`src/rtl/ps2_kbd_matrix_if.sv`:
```
// Byte-level link between the PS/2 transceiver and the keyboard front-end.
// master = keyboard front-end, slave = transceiver.
interface ps2_kbd_matrix_if;
   logic [7:0] rx_byte;
   logic       rx_valid;
   logic       rx_err;
   logic [7:0] tx_byte;
   logic       tx_start;
   logic       tx_busy;

   modport master (
      input  rx_byte,
      input  rx_valid,
      input  rx_err,
      input  tx_busy,
      output tx_byte,
      output tx_start
   );

   modport slave (
      output rx_byte,
      output rx_valid,
      output rx_err,
      output tx_busy,
      input  tx_byte,
      input  tx_start
   );
endinterface

```
`src/rtl/ps2_kbd_matrix.sv`:
```
// PS/2 scancode decoder to active-low key matrix, plus LED command
// sequencer (0xED + mask) with ACK, resend and timeout handling.
module ps2_kbd_matrix #(
   parameter int CLK_FREQ   = 28000000,
   parameter int ROWS       = 8,
   parameter int COLS       = 5,
   parameter int ACK_TMO_US = 20000,
   parameter int RETRIES    = 3
) (
   input  logic                    clk,
   input  logic                    rst_n,
   ps2_kbd_matrix_if.master        bus,
   output logic [8:0]              map_code,
   input  logic                    map_hit,
   input  logic [$clog2(ROWS)-1:0] map_row,
   input  logic [$clog2(COLS)-1:0] map_col,
   input  logic [2:0]              leds,
   input  logic [ROWS-1:0]         kb_addr,
   output logic [COLS-1:0]         kb_data,
   output logic [8:0]              key_code,
   output logic                    key_press,
   output logic                    key_strobe,
   output logic                    cmd_err
);

   localparam int TMO_CYC = CLK_FREQ / 1000000 * ACK_TMO_US;
   localparam int TW      = $clog2(TMO_CYC + 1);
   localparam int RW      = $clog2(RETRIES + 1);
   localparam int KW      = ROWS * COLS;
   localparam int IW      = $clog2(KW + 1);

   typedef enum logic [2:0] {
      D_IDLE,
      D_EXT,
      D_BRK,
      D_EXT_BRK,
      D_PAUSE
   } dstate_t;

   typedef enum logic [2:0] {
      C_IDLE,
      C_SEND_ED,
      C_WAIT1,
      C_SEND_LED,
      C_WAIT2
   } cstate_t;

   dstate_t         d_q, d_n;
   logic [2:0]      pcnt_q, pcnt_n;
   logic [KW-1:0]   key_q, key_n;
   logic [8:0]      code_n;
   logic            press_n;
   logic            strobe_n;

   cstate_t         c_q, c_n;
   logic [2:0]      lat_q, lat_n;
   logic [2:0]      sent_q, sent_n;
   logic            rp_q, rp_n;
   logic [RW-1:0]   retry_q, retry_n;
   logic [TW-1:0]   timer_q, timer_n;
   logic [7:0]      txb_n;
   logic            txs_n;
   logic            err_n;

   logic is_e0, is_e1, is_f0, is_aa;
   logic is_fa, is_fe, is_ign, is_fake;
   logic c_wait, rx_ok, rx_key, aa_evt;
   logic done, done_press;
   logic [IW-1:0] map_idx;

   assign is_e0   = bus.rx_byte == 8'hE0;
   assign is_e1   = bus.rx_byte == 8'hE1;
   assign is_f0   = bus.rx_byte == 8'hF0;
   assign is_aa   = bus.rx_byte == 8'hAA;
   assign is_fa   = bus.rx_byte == 8'hFA;
   assign is_fe   = bus.rx_byte == 8'hFE;
   assign is_ign  = is_fa || is_fe ||
                    bus.rx_byte == 8'h00 ||
                    bus.rx_byte == 8'hFF;
   assign is_fake = bus.rx_byte == 8'h12 ||
                    bus.rx_byte == 8'h59;

   assign c_wait = (c_q == C_WAIT1) || (c_q == C_WAIT2);
   assign rx_ok  = bus.rx_valid && !bus.rx_err;
   // ACK/resend bytes owned by a waiting command never reach the decoder
   assign rx_key = rx_ok && !(c_wait && (is_fa || is_fe));
   assign aa_evt = rx_ok && is_aa && (d_q == D_IDLE);

   always_comb begin
      map_code = {1'b0, bus.rx_byte};
      unique case (d_q)
         D_EXT, D_EXT_BRK: map_code = {1'b1, bus.rx_byte};
         D_PAUSE:          map_code = 9'h177;
         default:          map_code = {1'b0, bus.rx_byte};
      endcase
   end

   assign map_idx = IW'(map_row) * IW'(COLS) + IW'(map_col);

   // ---------------- decoder ----------------
   always_comb begin
      d_n        = d_q;
      pcnt_n     = pcnt_q;
      key_n      = key_q;
      code_n     = key_code;
      press_n    = key_press;
      strobe_n   = 1'b0;
      done       = 1'b0;
      done_press = 1'b0;
      if (bus.rx_valid && bus.rx_err) begin
         d_n   = D_IDLE;
         key_n = '0;
      end else if (rx_key) begin
         unique case (d_q)
            D_IDLE: begin
               unique case (1'b1)
                  is_e0: d_n = D_EXT;
                  is_f0: d_n = D_BRK;
                  is_e1: begin
                     d_n    = D_PAUSE;
                     pcnt_n = 3'd6;
                  end
                  is_aa:  key_n = '0;
                  is_ign: ;
                  default: begin
                     done       = 1'b1;
                     done_press = 1'b1;
                  end
               endcase
            end
            D_EXT: begin
               if (is_f0) begin
                  d_n = D_EXT_BRK;
               end else if (is_fake) begin
                  d_n = D_IDLE;
               end else begin
                  done       = 1'b1;
                  done_press = 1'b1;
               end
            end
            D_BRK, D_EXT_BRK: done = 1'b1;
            D_PAUSE: begin
               if (pcnt_q == 3'd0) begin
                  done       = 1'b1;
                  done_press = 1'b1;
               end else begin
                  pcnt_n = pcnt_q - 3'd1;
               end
            end
            default: d_n = D_IDLE;
         endcase
      end
      if (done) begin
         d_n      = D_IDLE;
         strobe_n = 1'b1;
         code_n   = map_code;
         press_n  = done_press;
         if (map_hit && int'(map_idx) < KW) begin
            key_n[map_idx] = done_press;
         end
      end
   end

   always_ff @(posedge clk or negedge rst_n) begin
      if (!rst_n) begin
         d_q        <= D_IDLE;
         pcnt_q     <= 3'd0;
         key_q      <= '0;
         key_code   <= 9'h000;
         key_press  <= 1'b0;
         key_strobe <= 1'b0;
      end else begin
         d_q        <= d_n;
         pcnt_q     <= pcnt_n;
         key_q      <= key_n;
         key_code   <= code_n;
         key_press  <= press_n;
         key_strobe <= strobe_n;
      end
   end

   // Any selected row holding a key pulls its column low
   always_comb begin
      kb_data = '1;
      for (int r = 0; r < ROWS; r++) begin
         for (int c = 0; c < COLS; c++) begin
            if (!kb_addr[r] && key_q[r*COLS+c]) begin
               kb_data[c] = 1'b0;
            end
         end
      end
   end

   // ---------------- LED command sequencer ----------------
   always_comb begin
      c_n     = c_q;
      lat_n   = lat_q;
      sent_n  = sent_q;
      rp_n    = rp_q;
      retry_n = retry_q;
      timer_n = timer_q;
      txb_n   = bus.tx_byte;
      txs_n   = 1'b0;
      err_n   = 1'b0;
      if (aa_evt) begin
         c_n     = C_IDLE;
         rp_n    = 1'b1;
         retry_n = '0;
      end else begin
         unique case (c_q)
            C_IDLE: begin
               if ((leds != sent_q || rp_q) && !bus.tx_busy) begin
                  lat_n   = leds;
                  retry_n = '0;
                  c_n     = C_SEND_ED;
               end
            end
            C_SEND_ED, C_SEND_LED: begin
               if (!bus.tx_busy) begin
                  txb_n   = (c_q == C_SEND_ED) ? 8'hED
                                               : {5'b0, lat_q};
                  txs_n   = 1'b1;
                  timer_n = TW'(TMO_CYC);
                  c_n     = (c_q == C_SEND_ED) ? C_WAIT1 : C_WAIT2;
               end
            end
            C_WAIT1, C_WAIT2: begin
               if (rx_ok && is_fa) begin
                  if (c_q == C_WAIT1) begin
                     c_n = C_SEND_LED;
                  end else begin
                     c_n     = C_IDLE;
                     sent_n  = lat_q;
                     rp_n    = 1'b0;
                     retry_n = '0;
                  end
               end else if ((rx_ok && is_fe) || timer_q == '0) begin
                  // Give up after RETRIES; mark as sent so we do not spin
                  if (int'(retry_q) + 1 >= RETRIES) begin
                     err_n   = 1'b1;
                     c_n     = C_IDLE;
                     sent_n  = lat_q;
                     rp_n    = 1'b0;
                     retry_n = '0;
                  end else begin
                     retry_n = retry_q + RW'(1);
                     if (rx_ok && is_fe && c_q == C_WAIT2) begin
                        c_n = C_SEND_LED;
                     end else begin
                        c_n = C_SEND_ED;
                     end
                  end
               end else begin
                  timer_n = timer_q - TW'(1);
               end
            end
            default: c_n = C_IDLE;
         endcase
      end
   end

   always_ff @(posedge clk or negedge rst_n) begin
      if (!rst_n) begin
         c_q          <= C_IDLE;
         lat_q        <= 3'b000;
         sent_q       <= 3'b000;
         rp_q         <= 1'b1;
         retry_q      <= '0;
         timer_q      <= '0;
         bus.tx_byte  <= 8'h00;
         bus.tx_start <= 1'b0;
         cmd_err      <= 1'b0;
      end else begin
         c_q          <= c_n;
         lat_q        <= lat_n;
         sent_q       <= sent_n;
         rp_q         <= rp_n;
         retry_q      <= retry_n;
         timer_q      <= timer_n;
         bus.tx_byte  <= txb_n;
         bus.tx_start <= txs_n;
         cmd_err      <= err_n;
      end
   end

endmodule

```
`src/flat_wrapper.sv`:
```
// flat-port wrapper written by rule: the top's interface ports become plain ports
module ps2_kbd_matrix_flat 
#(
   parameter int CLK_FREQ   = 28000000,
   parameter int ROWS       = 8,
   parameter int COLS       = 5,
   parameter int ACK_TMO_US = 20000,
   parameter int RETRIES    = 3
)
  (clk, rst_n, map_code, map_hit, map_row, map_col, leds, kb_addr, kb_data, key_code, key_press, key_strobe, cmd_err, bus_rx_byte, bus_rx_valid, bus_rx_err, bus_tx_busy, bus_tx_byte, bus_tx_start);
  ps2_kbd_matrix_if bus_i ();
  input  logic clk;
  input  logic rst_n;
  output logic [8:0] map_code;
  input  logic map_hit;
  input  logic [$clog2(ROWS)-1:0] map_row;
  input  logic [$clog2(COLS)-1:0] map_col;
  input  logic [2:0] leds;
  input  logic [ROWS-1:0] kb_addr;
  output logic [COLS-1:0] kb_data;
  output logic [8:0] key_code;
  output logic key_press;
  output logic key_strobe;
  output logic cmd_err;
  input wire logic [$bits(bus_i.rx_byte)-1:0] bus_rx_byte;
  input wire logic [$bits(bus_i.rx_valid)-1:0] bus_rx_valid;
  input wire logic [$bits(bus_i.rx_err)-1:0] bus_rx_err;
  input wire logic [$bits(bus_i.tx_busy)-1:0] bus_tx_busy;
  output wire logic [$bits(bus_i.tx_byte)-1:0] bus_tx_byte;
  output wire logic [$bits(bus_i.tx_start)-1:0] bus_tx_start;
  assign bus_i.rx_byte = bus_rx_byte;
  assign bus_i.rx_valid = bus_rx_valid;
  assign bus_i.rx_err = bus_rx_err;
  assign bus_i.tx_busy = bus_tx_busy;
  assign bus_tx_byte = bus_i.tx_byte;
  assign bus_tx_start = bus_i.tx_start;
  ps2_kbd_matrix #(.CLK_FREQ(CLK_FREQ), .ROWS(ROWS), .COLS(COLS), .ACK_TMO_US(ACK_TMO_US), .RETRIES(RETRIES)) u_core (.clk(clk), .rst_n(rst_n), .bus(bus_i), .map_code(map_code), .map_hit(map_hit), .map_row(map_row), .map_col(map_col), .leds(leds), .kb_addr(kb_addr), .kb_data(kb_data), .key_code(key_code), .key_press(key_press), .key_strobe(key_strobe), .cmd_err(cmd_err));
endmodule
```
`config.mk`:
```
export PLATFORM = sky130hd
export DESIGN_NAME = ps2_kbd_matrix_flat
export DESIGN_NICKNAME = d
export VERILOG_FILES = /design/src/rtl/ps2_kbd_matrix_if.sv /design/src/rtl/ps2_kbd_matrix.sv /design/src/flat_wrapper.sv
export SDC_FILE = /design/constraint.sdc
export NUM_CORES = 1
export LEC_CHECK = 0
export BUFFER_PORTS_ARGS = -buffer_cell sky130_fd_sc_hd__buf_4
export CORE_AREA = 3 3 112 114
export CTS_CLUSTER_DIAMETER = 30
export DETAILED_ROUTE_END_ITERATION = 12
export DIE_AREA = 0 0 115 117
export PLACE_DENSITY = 0.69
export SLEW_MARGIN = 40
export SYNTH_ARGS = -nofsm -noshare
export SYNTH_HDL_FRONTEND = slang
export SYNTH_SLANG_ARGS = --single-unit
```
`constraint.sdc`:
```
create_clock -name clk -period 5.13 [get_ports clk]
set_input_delay 1.026 -clock clk [delete_from_list [all_inputs] [get_ports clk]]
set_output_delay 1.026 -clock clk [all_outputs]
set_load 0.005 [all_outputs]
```
==> results.md <==
* Status: complete, no violations
* Most Crowded Layer GR: met2
* Peak Freq at 0.273 GHz
* Synth Cell Area at 5820 sq um
* CTS tree: built
* M1 GR Usage at 31.5%
* Drt drc at 0
* Worst Path Class, Setup: input port to flop
* CTS Sinks at 95
* Met2 GRT Util at 36.1%
* Die footprint at 13500 sq um
* Post-synth ARST share at 100%
* Synthesized area per cell at 9.07 sq um
* Crit end category: flop
* GR Overflow Total at 0
* Routed Antenna Nets at 0
* Antenna violations before repair at 0
* Std cell rows at 39
* Synth top area share at 40.4%
* Starting DRT DRC Count at 423
* Post-layout min period at 3.67 ns
* Num CTS Buffers at 9
* DRT Pass-1 Iters at 5
* Synth cell count leaders: dfrtp_1, nand2_1, inv_1
* Post-synth top flop: dfrtp_1
* Ports at 66
* Layout cells sized above 1 at 19.9%
* Syn. warnings at 0
* Cell with the most instances after synthesis: dfrtp_1
* P&R area growth vs syn at 14.9%
* Pwr Total at 2.33 mW
* Relative slew slack at 47.0%
* Initial Utilization at 50.6%
* Yosys cell types at 74
* VDD IR-drop max at 0.000224 V
* Sequential fraction of the synthesis area at 40.8%
* I/O Buffers at 64
* ANT cells at 0
* Period utilization at 71.5%
* Reg2reg end: u_core.key_q[9]$_DFF_PN0_
* Max-slew violations at 0
* Setup slack, reg-to-reg at 2.09 ns
* R2R depth at 7
* Number of synthesized register bits at 95
* DR vias at 5060
* Cell Pwr Density at 348 nW/um^2
* CTS clk-pin slew, worst paths at 0.06 ns
* Leak at 3.01 nW
* Worst Hold Path Cells at 2
* Type of the most critical hold path: flop to flop
* Post-route insts no fill at 832
* Slew @ Worst Pin at 0.788 ns
* Chip width at 115 microns
* Unrepaired setup endpoints after global routing: false
* Met3 GRT Util at 3.44%
* Hold Path Origin: u_core.bus.tx_byte[0]$_DFFE_PN0P_
* GRT Overall Usage at 22.7%
* CP arrival at 3.88 ns
* Post-Syn Instances at 642
* Largest net degree at the start of global routing at 60
* Setup tns final at 0 ns
* DP HPWL at 10100 microns
* Critical Path Source Type: input port
* GP Congestion at 0.912
* CTS H-tree lvls at 3
* Wirelength per Cell at 17.5 microns
* Worst-Skew Late Latency at 0.35 ns
* First-pass GRT wire length at 24500 microns
* Resized cells post-CTS at 0
* CTS Root Cell: clkbuf_16
* Syn nets at 686
* Post-CTS Setup Inserts at 0
* Synth area leaders: dfrtp_1, mux2i_1, nand2_1, inv_1, nand4_1
* CTS max path bufs at 2
* Via density at 6.08
* Critical path peak fanout at 8
* Final nets at 728
* Worst Hold Path EP: u_core.bus.tx_byte[0]$_DFFE_PN0P_
* Clock skew at 0.00420 ns
* Worst Path Required at 5.34 ns
* Number of global-route vias before repair at 4940
* Post-synth EDFFs at 0
* Synth area leader: dfrtp_1
* Setup violations, final at 0
* Max cap viols at 0
* Dpl cells at 816
* Final Hold Fails at 0
* Hold buffer count at CTS at 0
* Reg2reg start: u_core.d_q[2]$_DFFE_PN0P_
* Total Wirelength at 14600 microns
* Core area at 11500 sq um
* Vert. Die Dim at 117 microns
* Hold Slack at 0.481 ns
[worst max-delay path, stage by stage]
cell      delay, ns
buf_4          0.12
ha_1           0.28
ha_1           0.30
inv_1          0.06
fa_1           0.46
nand2b_1       0.20
o31a_1         0.30
mux2_2         0.30
nor2_1         0.44
nand4_1        0.22
mux2i_1        0.16
[state kept, by name, summed over array words and instances, names as in the netlist]
| register | cells |
|---|---|
| u_core.key_q | 40 |
| u_core.key_code | 9 |
| u_core.key_strobe | 1 |
| u_core.bus.tx_byte | 4 |
| u_core.retry_q | 2 |
| u_core.cmd_err | 1 |
| u_core.rp_q | 1 |
| u_core.sent_q | 3 |
| u_core.pcnt_q | 3 |
| u_core.key_press | 1 |
| u_core.timer_q | 20 |
| u_core.c_q | 3 |
| u_core.bus.tx_start | 1 |
| u_core.d_q | 3 |
| u_core.lat_q | 3 |
[final cells by class]
class	count	area, sq um
Clock buffer	12	246
Clock inverter	4	45.0
Fill cell	1018	4830
Inverter	57	214
Multi-Input combinational cell	450	3090
Sequential cell	95	2380
Tap cell	143	179
Timing Repair Buffer	71	537
[routing by layer]
| metal | vias to the layer above | wire (microns) |
|---|---|---|
| li1 | 2387 | - |
| met1 | 2460 | 6560 |
| met2 | 187 | 6820 |
| met3 | 26 | 909 |
| met4 | 0 | 273 |
| met5 | - | 0 |
[stage by stage]
step                      util (%)  cell area (sq um)  worst slack (ns)
after CTS                     57.8               6660              1.26
after global routing          58.1               6690              1.30
after global placement        55.1               6350             0.987
after detailed placement      55.3               6370             0.906
after floorplan                  -               5820              1.35
final                         58.1               6690              1.46
[logic make-up after synthesis]
family / share of synthesized area, %
mux: 10.8
flops: 40.8
buf+inv: 7.00
simple gates: 24.1
other cells: 0.0644
compound gates: 12.4
fa+ha+maj: 2.92
xor+xnor: 1.80
[power breakdown]
group / total (mW) / internal, mW / leakage (nW) / switching [mW]
logic: 0.707 / 0.296 / 1.63 / 0.411
registers: 0.945 / 0.841 / 1.24 / 0.104
clock network: 0.677 / 0.389 / 0.146 / 0.288
total: 2.33 / 1.53 / 3.01 / 0.803
[worst max path at each step]
stage,start,end,slack (ns)
2_1_floorplan,map_row[0],u_core.key_q[32]$_DFF_PN0_,1.35
3_3_place_gp,map_row[0],u_core.key_q[38]$_DFF_PN0_,0.99
3_5_place_dp,map_row[0],u_core.key_q[36]$_DFF_PN0_,0.91
4_1_cts,map_row[0],u_core.key_q[39]$_DFF_PN0_,1.26
5_1_grt,map_row[0],u_core.key_q[39]$_DFF_PN0_,1.30
6_report,map_row[0],u_core.key_q[0]$_DFF_PN0_,1.46
[cells in the final DEF (no fill, tap or decap), types with 7 or more instances in the layout]
| cell type | count |
|---|---|
| o21ai_0 | 21 |
| nor4_1 | 12 |
| ha_1 | 12 |
| nand2_1 | 84 |
| or3_1 | 7 |
| mux2i_1 | 45 |
| nor2_1 | 21 |
| o22ai_1 | 21 |
| nand3_1 | 17 |
| or2_2 | 9 |
| dfrtp_1 | 94 |
| inv_1 | 56 |
| or4_1 | 8 |
| nand4_1 | 30 |
| nor3_1 | 13 |
| clkbuf_16 | 9 |
| mux2_2 | 16 |
| a21oi_1 | 24 |
| buf_4 | 70 |
(Power assumes the default switching activity.)
